## src/rtl/axi_rd_arbiter.sv

```systemverilog
// axi_rd_arbiter: shares one AXI4 AR/R channel pair between NUM_REQ read
// requesters. AR requests are arbitrated round-robin, with a limit on the
// number of bursts each requester may have in flight. The requester index is
// prepended to the downstream AXI ID, and R beats are routed back by that
// index.
//
// Handshake rule, on every AR and R interface: a transfer happens in a cycle
// where valid and ready are both high. Once valid is raised, the source holds
// valid and its payload stable until that transfer. Ready may depend
// combinationally on valid.
module axi_rd_arbiter #(
    parameter int  NUM_REQ   = 3,
    parameter int  ADDR_W    = 64,
    parameter int  DATA_W    = 64,
    parameter int  ID_W      = 4,
    parameter int  MAX_OUTST = 4,
    localparam int IDX_W     = $clog2(NUM_REQ),
    localparam int MID_W     = ID_W + IDX_W
) (
    input  logic                      clk_i,
    input  logic                      rst_i,
    // requester AR channels
    input  logic [NUM_REQ-1:0]        req_ar_valid_i,
    output logic [NUM_REQ-1:0]        req_ar_ready_o,
    input  logic [NUM_REQ*ADDR_W-1:0] req_ar_addr_i,
    input  logic [NUM_REQ*ID_W-1:0]   req_ar_id_i,
    input  logic [NUM_REQ*8-1:0]      req_ar_len_i,
    // requester R channels (payload shared)
    output logic [NUM_REQ-1:0]        req_r_valid_o,
    input  logic [NUM_REQ-1:0]        req_r_ready_i,
    output logic [DATA_W-1:0]         req_r_data_o,
    output logic [ID_W-1:0]           req_r_id_o,
    output logic [1:0]                req_r_resp_o,
    output logic                      req_r_last_o,
    // downstream AR channel
    output logic                      m_ar_valid_o,
    input  logic                      m_ar_ready_i,
    output logic [ADDR_W-1:0]         m_ar_addr_o,
    output logic [MID_W-1:0]          m_ar_id_o,
    output logic [7:0]                m_ar_len_o,
    // downstream R channel
    input  logic                      m_r_valid_i,
    output logic                      m_r_ready_o,
    input  logic [DATA_W-1:0]         m_r_data_i,
    input  logic [1:0]                m_r_resp_i,
    input  logic                      m_r_last_i,
    input  logic [MID_W-1:0]          m_r_id_i,
    // status / debug
    output logic                      err_o,
    output logic                      dbg_state_o
);

    localparam int CNT_W = $clog2(MAX_OUTST + 1);

    typedef enum logic {
        IDLE = 1'b0,
        HOLD = 1'b1
    } state_t;

    state_t             state;
    state_t             state_nxt;
    logic [IDX_W-1:0]   rr_ptr;
    logic [IDX_W-1:0]   gnt;
    logic [ADDR_W-1:0]  hold_addr;
    logic [ID_W-1:0]    hold_id;
    logic [7:0]         hold_len;
    logic [CNT_W-1:0]   cnt [NUM_REQ];

    logic [NUM_REQ-1:0] elig;
    logic               found;
    logic [IDX_W-1:0]   pick;
    logic [IDX_W:0]     cand;
    logic               ar_load;
    logic               ar_hs;

    logic [IDX_W-1:0]   r_idx;
    logic               idx_ok;
    logic [CNT_W-1:0]   cnt_sel;
    logic               sel_ready;
    logic               bad_beat;
    logic [NUM_REQ-1:0] inc;
    logic [NUM_REQ-1:0] dec;

    // A requester competes only while its in-flight burst count is below the limit.
    always_comb begin
        elig = '0;
        for (int i = 0; i < NUM_REQ; i++) begin
            elig[i] = req_ar_valid_i[i] & (cnt[i] != CNT_W'(MAX_OUTST));
        end
    end

    // Round-robin search: take the first eligible index starting at rr_ptr.
    always_comb begin
        found = 1'b0;
        pick  = '0;
        cand  = '0;
        for (int k = 0; k < NUM_REQ; k++) begin
            cand = {1'b0, rr_ptr} + (IDX_W+1)'(k);
            if (cand >= (IDX_W+1)'(NUM_REQ)) begin
                cand = cand - (IDX_W+1)'(NUM_REQ);
            end
            if (!found && elig[cand[IDX_W-1:0]]) begin
                found = 1'b1;
                pick  = cand[IDX_W-1:0];
            end
        end
    end

    // State register for the AR grant FSM.
    always_ff @(posedge clk_i or posedge rst_i) begin
        if (rst_i) begin
            state <= IDLE;
        end else begin
            state <= state_nxt;
        end
    end

    // Next state: IDLE picks a winner, HOLD presents it until the handshake.
    always_comb begin
        state_nxt = state;
        ar_load   = 1'b0;
        case (state)
            IDLE: begin
                if (found) begin
                    state_nxt = HOLD;
                    ar_load   = 1'b1;
                end
            end
            HOLD: begin
                if (m_ar_ready_i) begin
                    state_nxt = IDLE;
                end
            end
            default: state_nxt = IDLE;
        endcase
    end

    assign ar_hs        = (state == HOLD) & m_ar_ready_i;
    assign m_ar_valid_o = (state == HOLD);
    assign m_ar_addr_o  = hold_addr;
    assign m_ar_id_o    = {gnt, hold_id};
    assign m_ar_len_o   = hold_len;
    assign dbg_state_o  = state;

    // Capture the winner's request so the downstream AR stays stable in HOLD.
    always_ff @(posedge clk_i or posedge rst_i) begin
        if (rst_i) begin
            gnt       <= '0;
            hold_addr <= '0;
            hold_id   <= '0;
            hold_len  <= '0;
        end else if (ar_load) begin
            gnt       <= pick;
            hold_addr <= req_ar_addr_i[int'(pick)*ADDR_W +: ADDR_W];
            hold_id   <= req_ar_id_i[int'(pick)*ID_W +: ID_W];
            hold_len  <= req_ar_len_i[int'(pick)*8 +: 8];
        end
    end

    // The next search starts just after the requester that was last served.
    always_ff @(posedge clk_i or posedge rst_i) begin
        if (rst_i) begin
            rr_ptr <= '0;
        end else if (ar_hs) begin
            if (gnt == IDX_W'(NUM_REQ - 1)) begin
                rr_ptr <= '0;
            end else begin
                rr_ptr <= gnt + 1'b1;
            end
        end
    end

    // The granted requester sees its AR ready in the same cycle as the downstream handshake.
    always_comb begin
        req_ar_ready_o = '0;
        for (int i = 0; i < NUM_REQ; i++) begin
            req_ar_ready_o[i] = ar_hs & (gnt == IDX_W'(i));
        end
    end

    assign r_idx  = m_r_id_i[MID_W-1:ID_W];
    assign idx_ok = ({1'b0, r_idx} < (IDX_W+1)'(NUM_REQ));

    // Select the addressed requester's counter and ready without indexing out of range.
    always_comb begin
        cnt_sel   = '0;
        sel_ready = 1'b0;
        for (int i = 0; i < NUM_REQ; i++) begin
            if (r_idx == IDX_W'(i)) begin
                cnt_sel   = cnt[i];
                sel_ready = req_r_ready_i[i];
            end
        end
    end

    // A beat for a nonexistent requester, or a last beat with nothing in flight,
    // is swallowed so the downstream slave can never stall on it.
    assign bad_beat    = m_r_valid_i & (~idx_ok | (m_r_last_i & (cnt_sel == '0)));
    assign m_r_ready_o = bad_beat | (idx_ok & sel_ready);

    assign req_r_data_o = m_r_data_i;
    assign req_r_id_o   = m_r_id_i[ID_W-1:0];
    assign req_r_resp_o = m_r_resp_i;
    assign req_r_last_o = m_r_last_i;

    // Per-beat routing, plus the increment/decrement strobes for each counter.
    always_comb begin
        req_r_valid_o = '0;
        inc           = '0;
        dec           = '0;
        for (int i = 0; i < NUM_REQ; i++) begin
            req_r_valid_o[i] = m_r_valid_i & ~bad_beat & (r_idx == IDX_W'(i));
            dec[i]           = req_r_valid_o[i] & sel_ready & m_r_last_i;
            inc[i]           = req_ar_ready_o[i];
        end
    end

    // Outstanding-burst counters; a simultaneous increment and decrement cancel out.
    always_ff @(posedge clk_i or posedge rst_i) begin
        if (rst_i) begin
            for (int i = 0; i < NUM_REQ; i++) begin
                cnt[i] <= '0;
            end
        end else begin
            for (int i = 0; i < NUM_REQ; i++) begin
                if (inc[i] && !dec[i]) begin
                    cnt[i] <= cnt[i] + 1'b1;
                end else if (dec[i] && !inc[i]) begin
                    cnt[i] <= cnt[i] - 1'b1;
                end
            end
        end
    end

    // Error pulse for one cycle after a swallowed beat.
    always_ff @(posedge clk_i or posedge rst_i) begin
        if (rst_i) begin
            err_o <= 1'b0;
        end else begin
            err_o <= bad_beat;
        end
    end

endmodule

```

## config.mk

```make
export PLATFORM = sky130hd
export DESIGN_NAME = axi_rd_arbiter
export DESIGN_NICKNAME = d
export VERILOG_FILES = /design/src/rtl/axi_rd_arbiter.sv
export SDC_FILE = /design/constraint.sdc
export NUM_CORES = 1
export LEC_CHECK = 0
export CAP_MARGIN = 20
export CORE_AREA = 2 2 183 185
export CTS_CLUSTER_DIAMETER = 100
export DETAILED_ROUTE_END_ITERATION = 12
export DIE_AREA = 0 0 185 187
export DONT_BUFFER_PORTS = 1
export GPL_TIMING_DRIVEN = 0
export PLACE_DENSITY = 0.36
export RECOVER_POWER = 100
export SYNTH_ARGS = -nofsm -noshare
export SYNTH_HDL_FRONTEND = slang
export SYNTH_SLANG_ARGS = --single-unit
```

## constraint.sdc

```tcl
create_clock -name clk_i -period 3.5 [get_ports clk_i]
set_clock_uncertainty 0.15 [all_clocks]
set_input_delay 0.7 -clock clk_i [delete_from_list [all_inputs] [get_ports clk_i]]
set_output_delay 0.7 -clock clk_i [all_outputs]
set_load 0.02 [all_outputs]
```

==> results.ini <==
[timing]
period_minus_slack_ps=3193
rsz0062_at_grt=no
slew_headroom=-0.4075
worstMarginPinSlew_ps=2100
setup_tns_ps=0
setup_violations=0
post-route-period-util=0.9123
drv_slew=41
fmax_mhz=313.2
finalHoldViolCount=0
setup_slack_ps=307.1

[global_route]
gr-total-overflow=0
antenna_found_initial=9
grt_pass1_vias=6022
grt_pass1_wl_um=38740
grt_usage=0.1505
grt_max_degree=52

[floorplan]
ios=470
dieHeight_um=187
die_area_mm2=0.03460
core_area_mm2=0.03286
num_rows=67
die_x_um=185
initial_core_util=0.2011

[logic_synthesis]
synth_edf_count=0
ys_warn_count=0
yosysSeqAreaShare=0.3446
syn_avg_cell_area_um2=9.293
synthesis.area_mm2=0.006608
syn_nets=1030
ys_seq_elements=91
synth_cell_types=44
synthCells=711
synth.area.top_cells=dfrtp_1 (34%), o32ai_1 (9.9%), buf_4 (8.9%), and3_1 (7.2%), a221oi_2 (6.8%)
post-synth-top-area-cell=dfrtp_1
synth_ff_type=dfrtp_1
async_reset_ff_frac=1.000
synth_top_area_frac=0.3446

[layout]
fin_nets=1044
post-route-util=0.2184
syn_to_final_growth_pct=8.597
fill_cells=3773
drive_gt1_frac=0.1082

[clock_tree]
clk_pin_slew_worst_paths_ps=80
clk_latency_ps=360
htree_levels=3
ctsHoldBuffers=0
cts_tree=done
cts_num_sinks=91
root_buffer=clkbuf_16
ctsLongestPathBuffers=2
cts-buffers-inserted=9

[outcome]
status=finished with violations
violations=max-capacitance violations, max-slew violations

[route]
ant_nets=0
drc=0
drtPass1Iterations=4
vias_per_cell=4.910
drt-total-wl_um=27270
via_count=5823
wl_per_cell_um=22.99
drt_iter0_drc=273

[placement]
place_congestion=0.7734
dp_hpwl_um=20810
io_buffers=0
dp_slack_ps=-65.31

[critical_path]
reg2reg_from=rr_ptr[0]
worstSetupPathType=flop to flop
crit_path_end_kind=flop
worst_setup_path_start_kind=flop
arrival_ps=3240
crit_end=m_ar_addr_o[21]
crit_start=rr_ptr[0]
rr_worst_depth=9
required_ps=3550
rrSetupSlack_ps=310
r2r-end=m_ar_addr_o[21]
crit_fanout=10

[min_path]
hp-class=flop to flop

[pwr]
power_density_mw_per_mm2=1159
peakVddDrop_mv=0.2722
p_leak_uw=0.003018

[run]
maxCapViolations=1

==> cells by family (layout without fill, tap and decap cells) <==
| kind of cell | Yosys count | after routing | synth area share |
|---|---|---|---|
| AOI/OAI and AO/OA | 248 | 248 | 0.3183 |
| adders and majority gates | 8 | 8 | 0.01856 |
| xor gates and xnor gates | 9 | 9 | 0.01193 |
| DFF | 91 | 91 | 0.3446 |
| muxes | 6 | 6 | 0.009846 |
| and+or+nand+nor | 114 | 114 | 0.1059 |
| other | 0 | 8 | 0 |
| buffers and inverters | 235 | 254 | 0.1909 |
==> flip-flops by register name, summed over array words and instances, names as in the netlist <==
name / cells
cnt: 9
dbg_state_o: 1
err_o: 1
gnt: 2
hold_id: 4
m_ar_addr_o: 64
m_ar_len_o: 8
rr_ptr: 2
==> routing by layer <==
metal	wire length, um	track usage	vias up
li1	-	-	2636
met1	11030	0.1823	2870
met2	13550	0.2506	287
met3	2092	0.04245	28
met4	588	0.05922	2
met5	13	0	-
==> area by class of cell <==
type | instances | area, um^2 | area share
diodes | 8 | 20.02 | 0.002790
plain buffers | 147 | 661.9 | 0.09224
clock buffers | 12 | 246.5 | 0.03435
clock inverters | 4 | 73.82 | 0.01029
inverters | 88 | 331.6 | 0.04621
multi-input cells | 385 | 2949 | 0.4110
flip-flops and latches | 91 | 2277 | 0.3173
well taps | 448 | 560.5 | 0.07812
repair buffers | 3 | 55.05 | 0.007672
==> stage by stage <==
step | power, uW | area, um^2 | cells | hold slack, ps
2_1_floorplan | 5970 | 6608 | 711 | 305.0
3_3_place_gp | 7450 | 7168 | 1159 | 338.3
3_5_place_dp | 7436 | 7198 | 1160 | 336.4
4_1_cts | 8599 | 7525 | 1176 | 137.2
5_1_grt | 9007 | 7173 | 1185 | 353.0
6_report | 8316 | 7176 | 1186 | 338.2
==> worst min-delay path by stage <==
| stage | cells after the start | slack, ps | from | to |
|---|---|---|---|---|
| after detailed placement | 1 | 340 | cnt[2] | cnt[2] |
| after floorplan | 1 | 310 | cnt[2] | cnt[2] |
| after global placement | 1 | 340 | cnt[2] | cnt[2] |
| after CTS | 1 | 140 | rst_i | m_ar_addr_o[49] |
| final | 1 | 340 | cnt[2] | cnt[2] |
| after global routing | 1 | 350 | m_r_valid_i | err_o |
==> worst max-delay path: stages, from the launching register on <==
cell and delay [ps]:
dfrtp_1 380, inv_1 50, ha_1 410, nor2_1 90
a311oi_2 680, o211ai_4 260, buf_6 250, buf_6 160
a221oi_1 440, o32ai_1 150
==> cells in the mapped netlist (2+ instances only) <==
cell type  instances
a21o_1             4
a221oi_1          48
a221oi_2          30
a22oi_1            3
and2_1             4
and3_1            76
buf_2             17
buf_4             78
buf_6              8
clkbuf_1          42
dfrtp_1           91
fa_1               3
ha_1               5
inv_1             88
mux2_2             4
mux2i_1            2
nand2_1            4
nand2b_1           2
nand3_1            2
nor2_1             7
nor2b_1            2
nor3_1             6
nor3b_1            3
o211ai_4           2
o21ai_0           77
o21ai_1            3
o32ai_1           75
or2_2              2
xnor2_1            3
xor2_1             6
==> timing repair <==
item / in CTS / in global routing
setup buffers: 0 / 2
endpoints found under the setup margin: 20 / 14
pin swaps: 0 / 0
resized for setup: 1 / 2
==> cell usage in the layout (no fill, tap or decap), drive strengths merged, types with 4 or more instances in the layout <==
cell type / synthesis / routed
buf: 103 / 33
nor3b: 4 / 4
o32ai: 76 / 76
nor2: 7 / 7
and2: 4 / 4
nand2: 4 / 4
dfrtp: 91 / 91
nor3: 6 / 6
mux2: 4 / 4
ha: 5 / 5
a21o: 4 / 4
clkbuf: 44 / 129
diode: 0 / 8
o21ai: 80 / 80
a221oi: 78 / 78
xor2: 6 / 6
inv: 88 / 87
and3: 76 / 76
==> power by group <==
group          switching, uW  internal, uW  total, uW
Sequential              1030          1610       2640
Clock                    456           648       1100
Combinational           2830          1740       4570
No activity file was read; power rests on OpenSTA's default activity.
